**src/rtl/datapath_pkg.sv**
```systemverilog
// Shared definitions for the pipelined datapath: ALU op encodings, flag
// bit positions and the flags vector type.
package datapath_pkg;

    localparam logic [3:0] ALU_ADD  = 4'd0;
    localparam logic [3:0] ALU_SUB  = 4'd1;
    localparam logic [3:0] ALU_AND  = 4'd2;
    localparam logic [3:0] ALU_OR   = 4'd3;
    localparam logic [3:0] ALU_XOR  = 4'd4;
    localparam logic [3:0] ALU_NOT  = 4'd5;
    localparam logic [3:0] ALU_SHL  = 4'd6;
    localparam logic [3:0] ALU_SHR  = 4'd7;
    localparam logic [3:0] ALU_ADC  = 4'd8;
    localparam logic [3:0] ALU_SBB  = 4'd9;
    localparam logic [3:0] ALU_CMP  = 4'd10;
    localparam logic [3:0] ALU_PASS = 4'd11;

    localparam int F_Z = 0;
    localparam int F_C = 1;
    localparam int F_N = 2;
    localparam int F_P = 3;
    localparam int F_V = 4;

    typedef logic [4:0] flags_t;

    // Codes above PASS produce a zero result and leave the flags untouched.
    function automatic logic op_is_reserved(input logic [3:0] op);
        return op > ALU_PASS;
    endfunction

endpackage

```
**src/rtl/alu_n.sv**
```systemverilog
// Combinational ALU of generic width; arithmetic is done at WIDTH+1 bits so
// the top bit is the carry (add) or borrow (subtract).
module alu_n
    import datapath_pkg::*;
#(
    parameter int WIDTH = 16
) (
    input  logic [WIDTH-1:0] opA,
    input  logic [WIDTH-1:0] opB,
    input  logic [3:0]       aluOp,
    input  logic             cin,
    output logic [WIDTH-1:0] result,
    output logic             Z,
    output logic             C,
    output logic             N,
    output logic             P,
    output logic             V
);
    localparam int MSB = WIDTH - 1;

    logic [WIDTH:0] sum;
    logic [WIDTH:0] diff;
    logic           cin_add;
    logic           cin_sub;

    always_comb begin
        cin_add = (aluOp == ALU_ADC) ? cin : 1'b0;
        cin_sub = (aluOp == ALU_SBB) ? cin : 1'b0;
        sum     = {1'b0, opA} + {1'b0, opB} + {{WIDTH{1'b0}}, cin_add};
        diff    = {1'b0, opA} - {1'b0, opB} - {{WIDTH{1'b0}}, cin_sub};

        result = '0;
        C      = 1'b0;
        V      = 1'b0;
        case (aluOp)
            ALU_ADD, ALU_ADC: begin
                result = sum[MSB:0];
                C      = sum[WIDTH];
                V      = (opA[MSB] == opB[MSB]) && (sum[MSB] != opA[MSB]);
            end
            ALU_SUB, ALU_SBB, ALU_CMP: begin
                result = diff[MSB:0];
                C      = diff[WIDTH];
                V      = (opA[MSB] != opB[MSB]) && (diff[MSB] != opA[MSB]);
            end
            ALU_AND:  result = opA & opB;
            ALU_OR:   result = opA | opB;
            ALU_XOR:  result = opA ^ opB;
            ALU_NOT:  result = ~opA;
            ALU_SHL: begin
                result = {opA[MSB-1:0], 1'b0};
                C      = opA[MSB];
            end
            ALU_SHR: begin
                result = {1'b0, opA[MSB:1]};
                C      = opA[0];
            end
            ALU_PASS: result = opB;
            default:  result = '0;
        endcase

        Z = (result == '0);
        N = result[MSB];
        P = ~^result;
    end

endmodule

```
**src/rtl/pipelined_datapath.sv**
```systemverilog
// Register file + ALU + one-deep writeback register with valid/ready on both
// sides; the in-flight writeback result is forwarded to the operand reads.
module pipelined_datapath
    import datapath_pkg::*;
#(
    parameter int WIDTH   = 16,
    parameter int NREGS   = 16,
    parameter int ZERO_R0 = 0,
    localparam int SELW   = $clog2(NREGS)
) (
    input  logic             clk,
    input  logic             rst,
    input  logic             in_valid,
    output logic             in_ready,
    input  logic             wen,
    input  logic [SELW-1:0]  selRd,
    input  logic [SELW-1:0]  selRs,
    input  logic [SELW-1:0]  selRt,
    input  logic [3:0]       aluOp,
    input  logic [WIDTH-1:0] t,
    input  logic             selT,
    output logic             out_valid,
    input  logic             out_ready,
    output logic [WIDTH-1:0] aout,
    output logic [WIDTH-1:0] rout,
    output logic             fZ,
    output logic             fC,
    output logic             fN,
    output logic             fP,
    output logic             fV
);
    logic [WIDTH-1:0] regs [NREGS];
    logic [SELW-1:0]  wb_rd;
    logic             wb_wen;
    flags_t           flags;
    flags_t           alu_flags;

    logic             accept;
    logic             retire;
    logic [WIDTH-1:0] op_a;
    logic [WIDTH-1:0] rt_val;
    logic [WIDTH-1:0] op_b;
    logic [WIDTH-1:0] alu_res;
    logic             alu_z, alu_c, alu_n, alu_p, alu_v;

    assign in_ready = !out_valid || out_ready;
    assign accept   = in_valid && in_ready;
    assign retire   = out_valid && out_ready;

    // The writeback register overrides the (not yet updated) register file.
    always_comb begin
        op_a = regs[selRs];
        if (out_valid && wb_wen && wb_rd == selRs) op_a = aout;
        if (ZERO_R0 != 0 && selRs == '0) op_a = '0;

        rt_val = regs[selRt];
        if (out_valid && wb_wen && wb_rd == selRt) rt_val = aout;
        if (ZERO_R0 != 0 && selRt == '0) rt_val = '0;

        op_b = selT ? t : rt_val;
    end

    assign rout = op_a;

    alu_n #(.WIDTH(WIDTH)) u_alu (
        .opA    (op_a),
        .opB    (op_b),
        .aluOp  (aluOp),
        .cin    (flags[F_C]),
        .result (alu_res),
        .Z      (alu_z),
        .C      (alu_c),
        .N      (alu_n),
        .P      (alu_p),
        .V      (alu_v)
    );

    always_comb begin
        alu_flags      = '0;
        alu_flags[F_Z] = alu_z;
        alu_flags[F_C] = alu_c;
        alu_flags[F_N] = alu_n;
        alu_flags[F_P] = alu_p;
        alu_flags[F_V] = alu_v;
    end

    always_ff @(posedge clk or negedge rst) begin
        if (!rst) begin
            for (int i = 0; i < NREGS; i++) regs[i] <= '0;
        end else if (retire && wb_wen && !(ZERO_R0 != 0 && wb_rd == '0)) begin
            regs[wb_rd] <= aout;
        end
    end

    // Writeback stage: a new capture and a retire may share the same edge.
    always_ff @(posedge clk or negedge rst) begin
        if (!rst) begin
            out_valid <= 1'b0;
            aout      <= '0;
            wb_rd     <= '0;
            wb_wen    <= 1'b0;
            flags     <= '0;
        end else if (accept) begin
            out_valid <= 1'b1;
            aout      <= alu_res;
            wb_rd     <= selRd;
            wb_wen    <= wen && (aluOp != ALU_CMP);
            if (!op_is_reserved(aluOp)) flags <= alu_flags;
        end else if (retire) begin
            out_valid <= 1'b0;
        end
    end

    assign fZ = flags[F_Z];
    assign fC = flags[F_C];
    assign fN = flags[F_N];
    assign fP = flags[F_P];
    assign fV = flags[F_V];

endmodule

```
**config.mk**
```make
export PLATFORM = sky130hd
export DESIGN_NAME = pipelined_datapath
export DESIGN_NICKNAME = d
export VERILOG_FILES = /design/src/rtl/datapath_pkg.sv /design/src/rtl/alu_n.sv /design/src/rtl/pipelined_datapath.sv
export SDC_FILE = /design/constraint.sdc
export NUM_CORES = 1
export LEC_CHECK = 0
export CAP_MARGIN = 10
export CORE_MARGIN = 1
export CORE_UTILIZATION = 50
export DETAILED_ROUTE_END_ITERATION = 7
export GPL_TIMING_DRIVEN = 0
export PLACE_DENSITY = 0.75
export SETUP_SLACK_MARGIN = 0.5
export SYNTH_ARGS = -nofsm -noshare
export SYNTH_HDL_FRONTEND = slang
export SYNTH_SLANG_ARGS = --single-unit
```
**constraint.sdc**
```tcl
create_clock -name clk -period 6.2 [get_ports clk]
set_input_delay 1.24 -clock clk [delete_from_list [all_inputs] [get_ports clk]]
set_output_delay 1.24 -clock clk [all_outputs]
set_load 0.05 [all_outputs]
```
Yosys cells after proc, flatten, opt, wreduce, memory -nomap -nowiden
Cells that the tools add are included.
Storage, ports and cells
  register bits after elaboration: 283
  input bits: 38
  output and inout port bits: 39
  word-level logic and storage cells: 94
Cells by class
  add/subtract/negate cells: 4
  $lt $le $gt $ge: 5
  eq/ne operators: 18
  mux-type cells: 19
  bitwise gates (word level): 8
  reductions and logical operators: 19
Operator list (number)
  $bwmux W256: 1
  $pmux W16 S9: 1
  $bmux W16 S4: 2
  $mux W16: 8
  $demux W16 S4: 1
  $add A16 B16 Y17: 1
  $add A17 B1 Y17: 1
  $sub A16 B16 Y17: 1
  $sub A17 B1 Y17: 1
  $and A16 B16 Y16: 1
  $eq A4 B3 Y1 const B: 4
  $eq A4 B4 Y1 const B: 4
  $logic_not A16 Y1: 1
  $not A16 Y16: 1
  $or A16 B16 Y16: 1
  $reduce_xnor A16 Y1: 1
  $xor A16 B16 Y16: 1
  $ge A5 B5 Y1 const B: 3
  $not A4 Y5: 3
  $logic_and A1 B1 Y1: 10
  $eq A4 B2 Y1 const B: 2
  $eq A4 B4 Y1: 2
  $lt A5 B1 Y1 const B: 1
  $eq A4 B1 Y1 const B: 1
  15 further kinds: 20

Longest topological paths before layout
  depth in word-level cells: 11
  gate-level depth with buffers: 28
  gate-level depth less buffers: 25

Modules after synthesis
From an unflattened synthesis, not the netlist that was laid out.
Second synthesis, totals
  cells, all modules: 1591
  area total of the unflattened synthesis: 19149.6 µm²
Modules (own cells, without submodules)
  pipelined_datapath: instances 1, cells an instance 1047, area each 15386.0 µm², seq. area each 7081.8 µm²
  alu_n: instances 1, cells an instance 544, area each 3763.6 µm², seq. area each 0.0 µm²

Worst setup path before layout
No wires, ideal clock.
  path type: in2reg
  from: input port selRs[3]
  to: register flags[3]
  setup time: 137 ps
  arrival: 6636 ps
  data required time: 6063 ps
  path slack: -572 ps
  cell stages on the path: 21
  path buffers: 3
  cells stage by stage: clkbuf_1 -> buf_2 -> clkbuf_1 -> mux4_2 -> mux4_2 -> mux2_2 -> fa_1 -> fa_1 -> a21o_1 -> a21o_1 -> a2111o_1 -> a31oi_1 -> xor2_1 -> o21ai_0 -> a211o_1 -> a221oi_2 -> ha_1 -> xor2_1 -> xnor2_1 -> xnor2_1 -> o21ai_0
Between the ends
  longest elaborated chain between the ends: 9
  elaborated cells between the ends (all ways): 17
  classes of those cells: add/sub: 4; eq/ne: 1; mux: 5; bitwise: 5; reduce/logical: 2
Ends and longest elaborated chain
  from (decl): RTL line pipelined_datapath.sv:17  | input logic [SELW-1:0] selRs,
  $not A4 Y5 (not written as such): RTL line pipelined_datapath.sv:52  | op_a = regs[selRs];
  $bmux W16 S4: RTL line pipelined_datapath.sv:52
  $mux W16 (not written as such) (2 in series): RTL line pipelined_datapath.sv:52
  $mux W16 *: RTL line pipelined_datapath.sv:53  | if (out_valid && wb_wen && wb_rd == selRs) op_a = aout;
  named net rout[0]: RTL line pipelined_datapath.sv:25  | output logic [WIDTH-1:0] rout,
  $sub A16 B16 Y17 / $add A16 B16 Y17 (equally long branches): RTL line alu_n.sv:30, alu_n.sv:29
  $sub A17 B1 Y17 / $add A17 B1 Y17 (equally long branches): RTL line alu_n.sv:30, alu_n.sv:29
  $pmux W16 S9 *: RTL line alu_n.sv:35  | case (aluOp)
  $reduce_xnor A16 Y1 *: RTL line alu_n.sv:64  | P = ~^result;
  to (signal assigned): RTL line pipelined_datapath.sv:108  | if (!op_is_reserved(aluOp)) flags <= alu_flags;
  to (decl): RTL line pipelined_datapath.sv:35  | flags_t flags;
The timed path passes the listed nets; every way through them passes the cells marked *. The select of a mux whose other input is x is not followed.
A chain may end at the register's enable or synchronous reset.

Final worst setup path
  from: input port selRs[3]
  to: register flags[3]
Between the ends
  longest elaborated chain between the ends: 9
  elaborated cells between the ends (all ways): 17
  classes of those cells: add/sub: 4; eq/ne: 1; mux: 5; bitwise: 5; reduce/logical: 2
Ends and longest elaborated chain (RTL line)
  $not A4 Y5 (not written as such): pipelined_datapath.sv:52
  $bmux W16 S4: pipelined_datapath.sv:52
  $mux W16 (not written as such) (2 in series): pipelined_datapath.sv:52
  $mux W16 *: pipelined_datapath.sv:53
  $sub A16 B16 Y17 / $add A16 B16 Y17 (equally long branches): alu_n.sv:30, alu_n.sv:29
  $sub A17 B1 Y17 / $add A17 B1 Y17 (equally long branches): alu_n.sv:30, alu_n.sv:29
  $pmux W16 S9 *: alu_n.sv:35
  $reduce_xnor A16 Y1 *: alu_n.sv:64
Mark *: on every way between the ends. The rest lies on a longest branch, timed or not. The select of a mux whose other input is x is not followed.

==> metrics.md <==
| Metric | Value |
|---|---|
| Status | `completed` |
| Post-synthesis cell area | `0.0186 mm^2` |
| Worst hold-check path type | `flip-flop to flip-flop` |
| Worst Path Arrival | `6.37 ns` |
| Die width | `around 190 um` |
| MaxCap Viol Count | `0` |
| Antenna Nets Post-Route | `0` |
| First-pass GRT wire length | `94.5 mm` |
| Most used DFF post-synth | `dfrtp_1` |
| Synth warn | `0` |
| Total power | `between 7000 and 8000 uW` |
| Post-Place Setup Slack | `-2.84 ns` |
| FF+latch count, synth | `283` |
| FF+latch area | `between 0.007 and 0.008 mm^2` |
| Count leader, synth | `dfrtp_1` |
| Asr flop ratio synth | `1.00` |
| Clk_lat worst skew | `approximately 0.56 ns` |
| Mapped Avg Cell Area | `12.7 um^2` |
| GPL Wtd Cong | `between 0.9 and 1` |
| Core Util, Final | `0.611` |
| Worst path required time | `6.61 ns` |
| Fill count | `2814` |
| Port Buf Inserts | `68` |
| Max VDD drop | `~0.22 mV` |
| CP Capture Type | `flip-flop` |
| Max Freq | `~0.17 GHz` |
| Clk_skew | `about 0.021 ns` |
| PD cells | `about 330 mW/mm^2` |
| Post-synth EDFFs | `0` |
| Critical setup path kind | `input pin to flip-flop` |
| Cts hold-fix bufs | `0` |
| Worst-path clk slew | `0.06 ns` |
| Final net count | `~1700` |
| Unrepaired setup endpoints after global routing | `yes` |
| Slew headroom | `0.201` |
| Largest net degree at the start of global routing | `123` |
| Top post-synthesis cells by area | `dfrtp_1, mux4_2, mux2_2, ha_1, clkbuf_1` |
| Maximum fanout along the worst path | `10` |
| Yosys top cell by area | `dfrtp_1` |
| GR Util All Layers | `0.337` |
| Slew Limit Fails | `0` |
| Syn nets | `roughly 1600` |
| Core Area | `roughly 0.037 mm^2` |
| Drt initial violations | `1539` |
| Starting Density | `0.508` |
| Longest Clk Path Bufs | `3` |
| Core Rows | `70` |
| DR vias/cell | `6.78` |
| Cells after Synth | `about 1500` |
| Post-DR wirelength/cell | `~30 um` |
| Yosys cell types | `67` |
| Die area | `between 0.03 and 0.04 mm^2` |
| Layout cell share with drive strength beyond 1 | `0.419` |
| Die H | `approximately 200 um` |
| Leakage | `just under 0.01 uW` |
| Initial antenna violation count | `2` |
| Worst setup slack after layout | `0.237 ns` |
| Final Hold Viols | `0` |
| Area growth syn-to-layout | `20.3%` |
| Clk sinks | `approximately 280` |
| GRT Residual Overflow | `0` |
| # DRC | `0` |
| Critical Path Start Type | `input pin` |
| N_diodes | `0` |
| Hold slack | `around 0.53 ns` |
| Num ports | `77` |
| Routed vias | `14400` |
| Setup-failing EPs final | `0` |
| Post-synth top area share | `0.381` |
| Final HPWL DP | `about 44 mm` |
| CTS Buf Count | `29` |
| Detailed Route WL | `roughly 63 mm` |
| CTS tree | `built` |
| H-tree depth | `1` |
| Area occupied by multi-input gates | `between 0.01 and 0.015 mm^2` |
| Root buffer cell | `clkbuf_16` |
| Worst reg2reg setup slack | `about 0.74 ns` |
| Top cells by count, synth | `dfrtp_1, mux2_2, mux4_2, clkbuf_1, ha_1` |
| Sequential fraction of the synthesis area | `0.381` |
| Part of the cycle the worst path needs | `0.962` |
| Post-layout min period | `5.96 ns` |
| Worst Max-Slew Pin Slew | `~1.2 ns` |
| DRT Pass-1 Iters | `5` |
| Vias in the first global route | `14700` |
[critical path, cell delays in order]
cell	delay, ns
clkbuf_8	0.15
buf_12	0.14
clkbuf_16	0.16
mux4_2	0.30
mux4_2	0.53
mux2_4	0.32
fa_2	0.39
fa_2	0.37
a21o_1	0.16
a21o_1	0.21
a2111o_1	0.46
a31oi_4	0.25
xor2_1	0.17
o21ai_1	0.08
a211o_1	0.29
a221oi_4	0.28
ha_4	0.26
xor2_2	0.18
xnor2_1	0.17
xnor2_1	0.15
o21ai_1	0.09
[through the flow]
step,instances,instance area (um^2),TNS (ns)
final,2118,22400,0
after global placement,2004,19900,-2315.57
after global routing,2118,22400,0
after floorplan,1468,18600,0
after detailed placement,2009,20000,-26.02
after CTS,2098,22000,0
[cell type report]
cell class                 count  area share
buffer                       122      0.0428
clock buffer                  39      0.0364
clock inverter                12     0.00571
inverter                      54     0.00918
multi-input combinational   1009       0.505
sequential                   283       0.317
tap                          468      0.0262
timing repair buffer         131      0.0574
[per-layer routing]
metal	up-vias	GRT usage	wire length (um)
met5	-	0	8
met4	2	0.168	3540
met3	218	0.0736	6170
met2	888	0.548	30200
met1	7334	0.427	23600
li1	5917	-	-
[state kept, by name, summed over array words and instances, names as in the netlist]
name and flops:
aout 16, flags 5, out_valid 1, regs 256, wb_rd 4, wb_wen 1
[final timing paths]
kind,from,endpoint,cells past startpoint
max,selRs[3],flags[3],21
min,regs[16],regs[16],1
max reg2reg,wb_rd[2],flags[3],21
min reg2reg,regs[16],regs[16],1
max in group asynchronous,rst,regs[115],3
min in group asynchronous,rst,regs[118],1
[report_power, final]
part / switching (uW) / leakage, uW / total, uW / internal, uW
Sequential: 295 / 0.00386 / 2490 / 2190
Clock: 758 / 0.000458 / 1760 / 1000
Combinational: 1740 / 0.00563 / 3170 / 1430
[cell usage in the layout (no fill, tap or decap), drive strengths merged, types with 20 or more instances in the layout]
master	netlist	final
buf	34	99
mux2i	32	32
a211oi	23	23
o21ai	54	54
mux2	273	273
xnor2	20	20
clkbuf	88	126
mux4	150	150
clkdlybuf4s50	0	65
nor2	50	50
nand2	67	67
ha	68	68
a21oi	59	59
a221oi	22	22
inv	52	53
dfrtp	283	283
[kinds of logic after synthesis]
logic type / count (synthesis) / synth area share
AOI/OAI and AO/OA: 250 / 0.0918
muxes: 455 / 0.368
DFF: 283 / 0.381
xor gates and xnor gates: 39 / 0.0184
buffers and inverters: 176 / 0.0419
and+or+nand+nor: 193 / 0.0483
adders and majority gates: 72 / 0.0501
[repair_timing]
action	in CTS	in global routing
resized for setup	180	53
setup endpoints to repair	22	2
setup buffers	36	20
cloned	2	0
pin swaps	21	26
Power figures use the tool's default switching activity.
